--- config.mk ---
export PLATFORM = sky130hd
export DESIGN_NAME = rgb_led_scheduler
export DESIGN_NICKNAME = d
export VERILOG_FILES = /design/src/rtl/rgb_sched_pkg.sv /design/src/rtl/rgb_pwm_core.sv /design/src/rtl/rgb_led_scheduler.sv
export SDC_FILE = /design/constraint.sdc
export NUM_CORES = 1
export LEC_CHECK = 0
export ABC_AREA = 1
export BUFFER_PORTS_ARGS = -buffer_cell sky130_fd_sc_hd__clkbuf_2
export CAP_MARGIN = 20
export CELL_PAD_IN_SITES_DETAIL_PLACEMENT = 0
export CELL_PAD_IN_SITES_GLOBAL_PLACEMENT = 1
export CORE_MARGIN = 3
export CORE_UTILIZATION = 35
export DETAILED_ROUTE_END_ITERATION = 6
export PLACE_DENSITY_LB_ADDON = 0.1
export SLEW_MARGIN = 5
export SYNTH_ARGS = -nofsm -noshare
export SYNTH_HDL_FRONTEND = slang
export SYNTH_SLANG_ARGS = --single-unit
--- constraint.sdc ---
create_clock -name clk_50m -period 2.7 [get_ports clk_50m]
set_clock_uncertainty 0.1 [all_clocks]
set_input_delay 0.54 -clock clk_50m [delete_from_list [all_inputs] [get_ports clk_50m]]
set_output_delay 0.54 -clock clk_50m [all_outputs]
set_load 0.1 [all_outputs]
--- src/rtl/rgb_sched_pkg.sv ---
// Shared types, channel indices and the optional perceptual duty curve for the RGB LED scheduler.
// The curve is only used when RGB_SCHED_GAMMA_EN is defined.
package rgb_sched_pkg;

    typedef enum logic {
        IDLE = 1'b0,
        OWN  = 1'b1
    } sched_state_e;

    localparam int CH_R = 0;
    localparam int CH_G = 1;
    localparam int CH_B = 2;
    localparam int N_CH = 3;

    // Quadratic curve, rounded up so 1 maps to 1 and full scale maps to full scale.
    function automatic logic [31:0] gamma_curve(input logic [15:0] x, input int unsigned bits);
        logic [31:0] sq;
        sq = 32'(x) * 32'(x);
        return (sq + ((32'd1 << bits) - 32'd1)) >> bits;
    endfunction

endpackage

--- src/rtl/rgb_pwm_core.sv ---
// PWM timebase for the RGB LED: prescaler, frame counter, frame boundary strobe
// and three registered duty comparators.
import rgb_sched_pkg::*;

module rgb_pwm_core #(
    parameter int PWM_BITS = 8,
    parameter int PRESCALE = 195
) (
    input  logic                          clk_50m,
    input  logic                          rst_n,
    input  logic [N_CH-1:0][PWM_BITS-1:0] duty,
    input  logic                          en,
    output logic [N_CH-1:0]               led_pwm,
    output logic                          frame_tick,
    output logic                          fb
);

    localparam int PS_W = (PRESCALE > 1) ? $clog2(PRESCALE) : 1;
    localparam logic [PS_W-1:0] PS_LAST = PS_W'(PRESCALE - 1);

    logic [PS_W-1:0]     prescaler;
    logic [PWM_BITS-1:0] pwm_cnt;
    logic                step;

    assign step = (prescaler == PS_LAST);
    assign fb   = step && (pwm_cnt == '1);

    always_ff @(posedge clk_50m or negedge rst_n) begin
        if (!rst_n) begin
            prescaler  <= '0;
            pwm_cnt    <= '0;
            frame_tick <= 1'b0;
            led_pwm    <= '0;
        end else begin
            prescaler  <= step ? '0 : prescaler + PS_W'(1);
            if (step) begin
                pwm_cnt <= pwm_cnt + PWM_BITS'(1);
            end
            frame_tick <= fb;
            // Compare against the current count so outputs trail pwm_cnt by one clock.
            for (int c = 0; c < N_CH; c++) begin
                led_pwm[c] <= en && (pwm_cnt < duty[c]);
            end
        end
    end

endmodule

--- src/rtl/rgb_led_scheduler.sv ---
// Shares the RGB LED among N_REQ requesters with frame-aligned fixed-priority arbitration.
// Define RGB_SCHED_GAMMA_EN to map colours through a quadratic perceptual curve.
import rgb_sched_pkg::*;

module rgb_led_scheduler #(
    parameter int N_REQ       = 4,
    parameter int PWM_BITS    = 8,
    parameter int PRESCALE    = 195,
    parameter int HOLD_FRAMES = 64
) (
    input  logic                        clk_50m,
    input  logic                        rst_n,
    input  logic [N_REQ-1:0]            req,
    input  logic [N_REQ*3*PWM_BITS-1:0] color,
    output logic [N_REQ-1:0]            grant,
    output logic [2:0]                  led_pwm,
    output logic                        led_en,
    output logic                        frame_tick
);

    localparam int OW = (N_REQ > 1) ? $clog2(N_REQ) : 1;
    localparam int CW = 3 * PWM_BITS;

    sched_state_e                  state_q, state_n;
    logic [OW-1:0]                 owner_q, owner_n;
    logic [7:0]                    hold_q, hold_n;
    logic [N_REQ-1:0]              grant_n;
    logic [N_CH-1:0][PWM_BITS-1:0] duty_q, duty_n;
    logic [OW-1:0]                 lowest;
    logic                          any_req;
    logic                          lower_pending;
    logic                          fb;
    logic [PWM_BITS-1:0]           x;

    rgb_pwm_core #(
        .PWM_BITS (PWM_BITS),
        .PRESCALE (PRESCALE)
    ) u_pwm (
        .clk_50m    (clk_50m),
        .rst_n      (rst_n),
        .duty       (duty_q),
        .en         (led_en),
        .led_pwm    (led_pwm),
        .frame_tick (frame_tick),
        .fb         (fb)
    );

    always_comb begin
        lowest        = '0;
        any_req       = |req;
        lower_pending = 1'b0;
        for (int i = N_REQ - 1; i >= 0; i--) begin
            if (req[i]) begin
                lowest = OW'(i);
            end
        end
        for (int i = 0; i < N_REQ; i++) begin
            if (req[i] && (i < int'(owner_q))) begin
                lower_pending = 1'b1;
            end
        end
    end

    always_comb begin
        state_n = state_q;
        owner_n = owner_q;
        hold_n  = hold_q;
        grant_n = '0;
        duty_n  = '0;
        x       = '0;
        case (state_q)
            IDLE: begin
                if (any_req) begin
                    state_n = OWN;
                    owner_n = lowest;
                    hold_n  = 8'd0;
                end
            end
            OWN: begin
                if (!req[owner_q]) begin
                    // Owner released: hand over to the best pending request, hold ignored.
                    hold_n = 8'd0;
                    if (any_req) begin
                        owner_n = lowest;
                    end else begin
                        state_n = IDLE;
                        owner_n = '0;
                    end
                end else if (lower_pending && (hold_q >= 8'(HOLD_FRAMES))) begin
                    owner_n = lowest;
                    hold_n  = 8'd0;
                end else if (hold_q != 8'hFF) begin
                    hold_n = hold_q + 8'd1;
                end
            end
            default: begin
                state_n = IDLE;
                owner_n = '0;
                hold_n  = 8'd0;
            end
        endcase

        if (state_n == OWN) begin
            grant_n[owner_n] = 1'b1;
            for (int c = 0; c < N_CH; c++) begin
                x = color[int'(owner_n) * CW + c * PWM_BITS +: PWM_BITS];
`ifdef RGB_SCHED_GAMMA_EN
                duty_n[c] = PWM_BITS'(gamma_curve(16'(x), PWM_BITS));
`else
                duty_n[c] = x;
`endif
            end
        end
    end

    // Everything the LED shows changes only on the frame boundary.
    always_ff @(posedge clk_50m or negedge rst_n) begin
        if (!rst_n) begin
            state_q <= IDLE;
            owner_q <= '0;
            hold_q  <= 8'd0;
            grant   <= '0;
            led_en  <= 1'b0;
            duty_q  <= '0;
        end else if (fb) begin
            state_q <= state_n;
            owner_q <= owner_n;
            hold_q  <= hold_n;
            grant   <= grant_n;
            led_en  <= (state_n == OWN);
            duty_q  <= duty_n;
        end
    end

endmodule

======== Word-level counts from Yosys, hierarchy flattened ========
Cells that the tools add are included.
storage, ports and cells
  flip-flop bits (word level) ............. 59
  bits of input ports ..................... 102
  output and inout bits ................... 9
  logic and storage cells ................. 74
cells by class
  add/sub/neg operators ................... 5
  multiply operators ...................... 1
  $lt $le $gt $ge ......................... 10
  eq/ne operators ......................... 5
  shift operators ......................... 3
  multiplexer cells ....................... 27
  bitwise gates (word level) .............. 1
  reductions and logical operators ........ 11
operators with widths
  kind                     count
  $shiftx A96 B32 Y8       2
  $shiftx A96 B9 Y8        1
  $mux W8                  5
  $add A32 B5 Y32 const B  1
  $add A8 B1 Y8 const B    3
  $lt A8 B8 Y1             3
  $mux W24                 1
  $eq A8 B8 Y1 const B     2
  $mux W2                  8
  $pmux W8 S2              1
  $logic_and A1 B1 Y1      9
  $add A7 B5 Y8 const B    1
  $ge A8 B7 Y1 const B     1
  $ne A8 B8 Y1 const B     1
  $mux W1                  7
  $lt A2 B3 Y1 const B     2
  $lt A1 B2 Y1 const A     2
  $mul A2 B2 Y4 const B    1
  $mux W4                  1
  $ne A4 B2 Y1 const B     1
  $pmux W2 S2              1
  $reduce_or A4 Y1         1
  $reduce_and A3 Y1        1
  $bmux W1 S2              1
  other kinds (6)          6

======== Logic depth before layout (Yosys ltp) ========
  depth after elaboration ................. 14
  depth in mapped cells ................... 17
  mapped depth without buffers ............ 16

======== Modules after synthesis ========
A second synthesis with hierarchy kept.
second synthesis, totals
  cell total of the unflattened synthesis .. 755
  area, all modules ....................... 4,968.5 µm²
by module, submodules not included
  module             times used  cells an instance  area an instance (µm²)  sequential area each (µm²)
  rgb_led_scheduler  1           538                3,412.0                 975.9
  rgb_pwm_core       1           217                1,556.5                 500.5

======== Worst setup path after synthesis ========
OpenSTA, ideal clock, no wires.
  path type ............................... reg2reg
  from .................................... register state_q
  to ...................................... register duty_q[8] (netlist bit)
  library setup time ...................... 65 ps
  arrival time ............................ 2,804 ps
  required time ........................... 2,535 ps
  slack ................................... -269 ps
  stages on the path, launching flop included .. 14
  path buffers ............................ 3
  clock period less this slack ............ 2,969 ps
  cell sequence ........................... dfrtp_1 > inv_1 > clkbuf_1 > nand2_1 > nand2_1 > nand2_1 > nand2_4 > buf_2 > ha_1 > clkbuf_1 > inv_1 > nand3_1 > nand3_1 > nand2_1
between the ends
  longest elaborated chain between the ends .. 6
  elaborated cells on any way between the ends .. 7
  classes of those cells .................. 1 x add/sub; 1 x mul; 1 x shift; 3 x mux; 1 x bitwise
ends and longest elaborated chain
  element                   RTL line                  source
  start: declaration        rgb_led_scheduler.sv:24   sched_state_e state_q, state_n;
  start signal: assignment  rgb_led_scheduler.sv:126  state_q <= state_n;
  $not A1 Y1                -
  $pmux W2 S2 (*)           rgb_led_scheduler.sv:71   case (state_q)
  named net owner_n[1]      rgb_led_scheduler.sv:25   logic [OW-1:0] owner_q, owner_n;
  $mul A2 B2 Y4 (*)         rgb_led_scheduler.sv:106  x = color[int'(owner_n) * CW + c * PWM_BITS +: PWM_BITS];
  $add A32 B5 Y32 (*)       rgb_led_scheduler.sv:106
  $shiftx A96 B32 Y8 (*)    rgb_led_scheduler.sv:106
  $mux W24 (*)              rgb_led_scheduler.sv:103  if (state_n == OWN) begin
  end signal: assignment    rgb_led_scheduler.sv:131  duty_q <= duty_n;
  end: declaration          rgb_led_scheduler.sv:28   logic [N_CH-1:0][PWM_BITS-1:0] duty_q, duty_n;
Mark *: on every way through the listed nets, which the timed path passes. The rest lies on a longest branch.
A chain may end at the register's enable or synchronous reset.

======== Worst setup path after layout ========
  from .................................... register hold_q[6]
  to ...................................... register duty_q[15] (netlist bit)
between the ends
  longest elaborated chain between the ends .. 9
ends and longest elaborated chain
  element                   RTL line                  source
  start: declaration        rgb_led_scheduler.sv:26   logic [7:0] hold_q, hold_n;
  start signal: assignment  rgb_led_scheduler.sv:128  hold_q <= hold_n;
  $ge A8 B7 Y1              rgb_led_scheduler.sv:89   end else if (lower_pending && (hold_q >= 8'(HOLD_FRAMES))) begin
  $logic_and A1 B1 Y1       rgb_led_scheduler.sv:89
  $mux W2                   rgb_led_scheduler.sv:89
  $mux W2                   rgb_led_scheduler.sv:80   if (!req[owner_q]) begin
  $pmux W2 S2               rgb_led_scheduler.sv:71
  $mul A2 B2 Y4             rgb_led_scheduler.sv:106
  $add A32 B5 Y32           rgb_led_scheduler.sv:106
  $shiftx A96 B32 Y8        rgb_led_scheduler.sv:106
  $mux W24                  rgb_led_scheduler.sv:103
Every way passes these cells.

==> reports/metrics.yaml <==
status:
  run_status: "completed"
setup_path:
  crit_top_cell: "nand2_4"
  cp_cell_sequence: "or2_2, nand2_4, nand2_4, nand2_2, nand2_4, nand2_8, inv_2, ha_1, buf_4, nand2_1, inv_1, nand3_1, nand3_1, nand2_1"
  crit_type: "reg2reg"
  crit_path_end_kind: "register"
  cp_slowest_cell: "dfrtp_1"
  worst-r2r-cell-count: 14
  cp.required_ns: 2.81
  reg2reg_from: "hold_q[6]"
  cpPeakStageDelay_ns: 0.42
  path_depth: 14
  startpoint_type: "register"
  critPathTopFamily: "simple AND/OR/NAND/NOR gates"
  arrival_ns: 2.45
  cp_num_buf_inv: 3
  crit_path_start: "hold_q[6]"
  worstPathMaxFanout: 9
route:
  wl_per_cell_um: 13.8
  vias_per_cell: 4.84
  first_pass_iters: 4
  routed-via-count: 4225
  first_iter_violations: 238
  drc: 0
  antenna_left: 0
  wl_um: 12100
sta:
  fin_crit_sh_pct: 86.6
  finalHoldViolCount: 0
  slew_violations: 0
  fmaxAchievable_mhz: 428
  slew_headroom_pct: 62.8
  fin_setup_tns_ns: 0
  worst_pin_slew_ns: 0.561
  period_needed_ns: 2.34
  finalSetupViolCount: 0
  rsz0062_at_grt: "false"
layout:
  regArea_sq_mm: 0.00148
  fin_util_pct: 45.8
  final_nets: 855
  multiInputGateArea_sq_mm: 0.00234
  final_common_cell: "nand2_1"
  antenna_cells: 0
  layout_common_cells: "190 x nand2_1, 115 x nand3_1, 110 x clkbuf_2, 89 x inv_1, 58 x dfrtp_1"
  n_fill_cell: 1236
  drive_gt1_share_pct: 22.9
  area_growth_pct: 24.9
logic_synthesis:
  yosysSeqAreaShare_pct: 34.4
  synth_area_per_cell_sq_um: 7.03
  synth_seq_cells: 59
  synth_cell_types: 36
  netlist_area_sq_mm: 0.00429
  synth_nets: 740
  synth_warnings: 0
  synthesis.instances: 611
clock_network:
  postCtsSetupRepairBufs: 0
  root_buffer: "clkbuf_16"
  clockBufferDepth: 2
  cts.repair.resized: 0
  cts_made_buffers: 9
  htreeDepth: 3
  numClockSinks: 59
  cts_tree: "built"
  hold_buffers: 0
  clk_latency_ns: 0.32
  clk_pin_slew_ns: 0.05
floorplanning:
  rows: 39
  initial_core_util_pct: 36.7
  core-area_sq_mm: 0.0117
  die_x_um: 117
  dieArea_sq_mm: 0.0136
  die_y_um: 117
  io_pins: 111
power_and_ir_drop:
  p_per_area_mw_per_mm2: 453
  comb_power_share_pct: 13.4
  vdd_drop_max_uv: 356
  switching_share_pct: 24.1
  p_leak_uw: 0.00319
  power.switching_uw: 587
  p_clk_share_pct: 50.2
  internal_power_uw: 1840
  p_seq_share_pct: 36.4
placed_design:
  io_buffer_count: 110
  gp_congestion: 0.804
  hpwlAfterDp_um: 9400
run:
  drv_cap: 0
grt:
  grt_pass1_vias: 4321
  grt_max_degree: 60
  antenna_found_initial: 0
  grt_usage_pct: 19.0
  grt-ovfl-total: 0
  grt_pass1_wl_um: 20600
hold_path:
  hold_class: "in2async"
-- registers in the layout (all words and copies together), names as in the netlist --
register          count
duty_q               24
hold_q                8
u_pwm.prescaler       8
u_pwm.pwm_cnt         8
grant                 4
u_pwm.led_pwm         3
owner_q               2
state_q               1
u_pwm.frame_tick      1
-- power groups by stage --
stage	sequential (uW)	combinational, uW	clock, uW
3_3_place_gp	900	329	0
2_1_floorplan	901	177	0
5_1_grt	884	371	1280
6_report	885	325	1220
4_1_cts	885	330	1240
3_5_place_dp	900	329	0
-- cells by family (layout without fill, tap and decap cells) --
logic type,count (synthesis),in the layout,synth area share (%)
simple gates,352,352,38.1
buf+inv,115,234,11.1
xor+xnor,9,9,1.84
compound gates,49,49,6.70
fa+ha+maj,27,27,7.87
flops,59,59,34.4
-- worst paths after layout --
check / end / slack (ns)
min in group clk_50m: duty_q[18] / 0.38
setup reg to reg: duty_q[15] / 0.36
hold reg to reg: duty_q[18] / 0.38
hold / removal: owner_q[1] / 0.10
setup / recovery: duty_q[15] / 0.36
max in group asynchronous: state_q / 2.10
-- through the flow --
stage	cell area, sq um	worst slack, ns	hold slack [ns]	power (uW)	std cells
detailed placement	5050	0.177	0.366	1230	858
CTS	5360	0.331	0.132	2460	873
global route	5360	0.121	0.129	2540	873
finish	5360	0.363	0.100	2430	873
global placement	5050	0.221	0.367	1230	858
floorplan	4290	0.0535	0.144	1080	611
-- metal layers --
| metal | GRT usage (%) | share of wire, % |
|---|---|---|
| met5 | 0 | 0 |
| met4 | 4.74 | 0.97 |
| met3 | 3.94 | 4.8 |
| met2 | 31.2 | 47 |
| met1 | 25.6 | 47 |
-- synthesized netlist by cell type --
library cell / instances / area share [%]
a211o_1: 2 / 0.41
a21o_1: 1 / 0.17
a21oi_1: 16 / 1.9
a22o_1: 3 / 0.61
a31oi_1: 4 / 0.58
buf_2: 8 / 0.93
buf_4: 5 / 0.87
buf_6: 2 / 0.52
clkbuf_1: 5 / 0.44
dfrtp_1: 59 / 34
ha_1: 27 / 7.9
inv_1: 89 / 7.8
inv_2: 6 / 0.52
nand2_1: 190 / 17
nand2_2: 4 / 0.58
nand2_4: 4 / 1.0
nand2_8: 1 / 0.47
nand3_1: 115 / 13
nand3_2: 1 / 0.23
nand3_4: 1 / 0.41
nand4_1: 7 / 1.0
nand4_2: 1 / 0.29
nor2_1: 13 / 1.1
nor2_2: 1 / 0.15
nor2_4: 2 / 0.52
nor2_8: 1 / 0.47
nor3_1: 6 / 0.70
nor4_4: 1 / 0.50
o2111ai_1: 1 / 0.20
o21ai_0: 14 / 1.6
o21ai_1: 3 / 0.35
o21bai_1: 2 / 0.35
o31ai_1: 3 / 0.52
or2_2: 4 / 0.58
xnor2_1: 5 / 1.0
xor2_1: 4 / 0.82
-- final cells by class --
cell class	count	area share [%]
Clock inverter	5	1.45
Tap cell	143	3.34
Inverter	95	6.65
Clock buffer	10	4.46
Sequential cell	59	27.5
Multi-Input combinational cell	437	43.6
Timing Repair Buffer	124	12.9
-- worst reg2reg max path, delay by kind of cell (launching register included) --
| family | cells | cell delay, ns |
|---|---|---|
| buffers and inverters | 3 | 0.29 |
| adder cells (fa/ha/maj) | 1 | 0.36 |
| AND/OR/NAND/NOR | 10 | 1.05 |
| flip-flops | 1 | 0.42 |
Power figures use the tool's default switching activity.
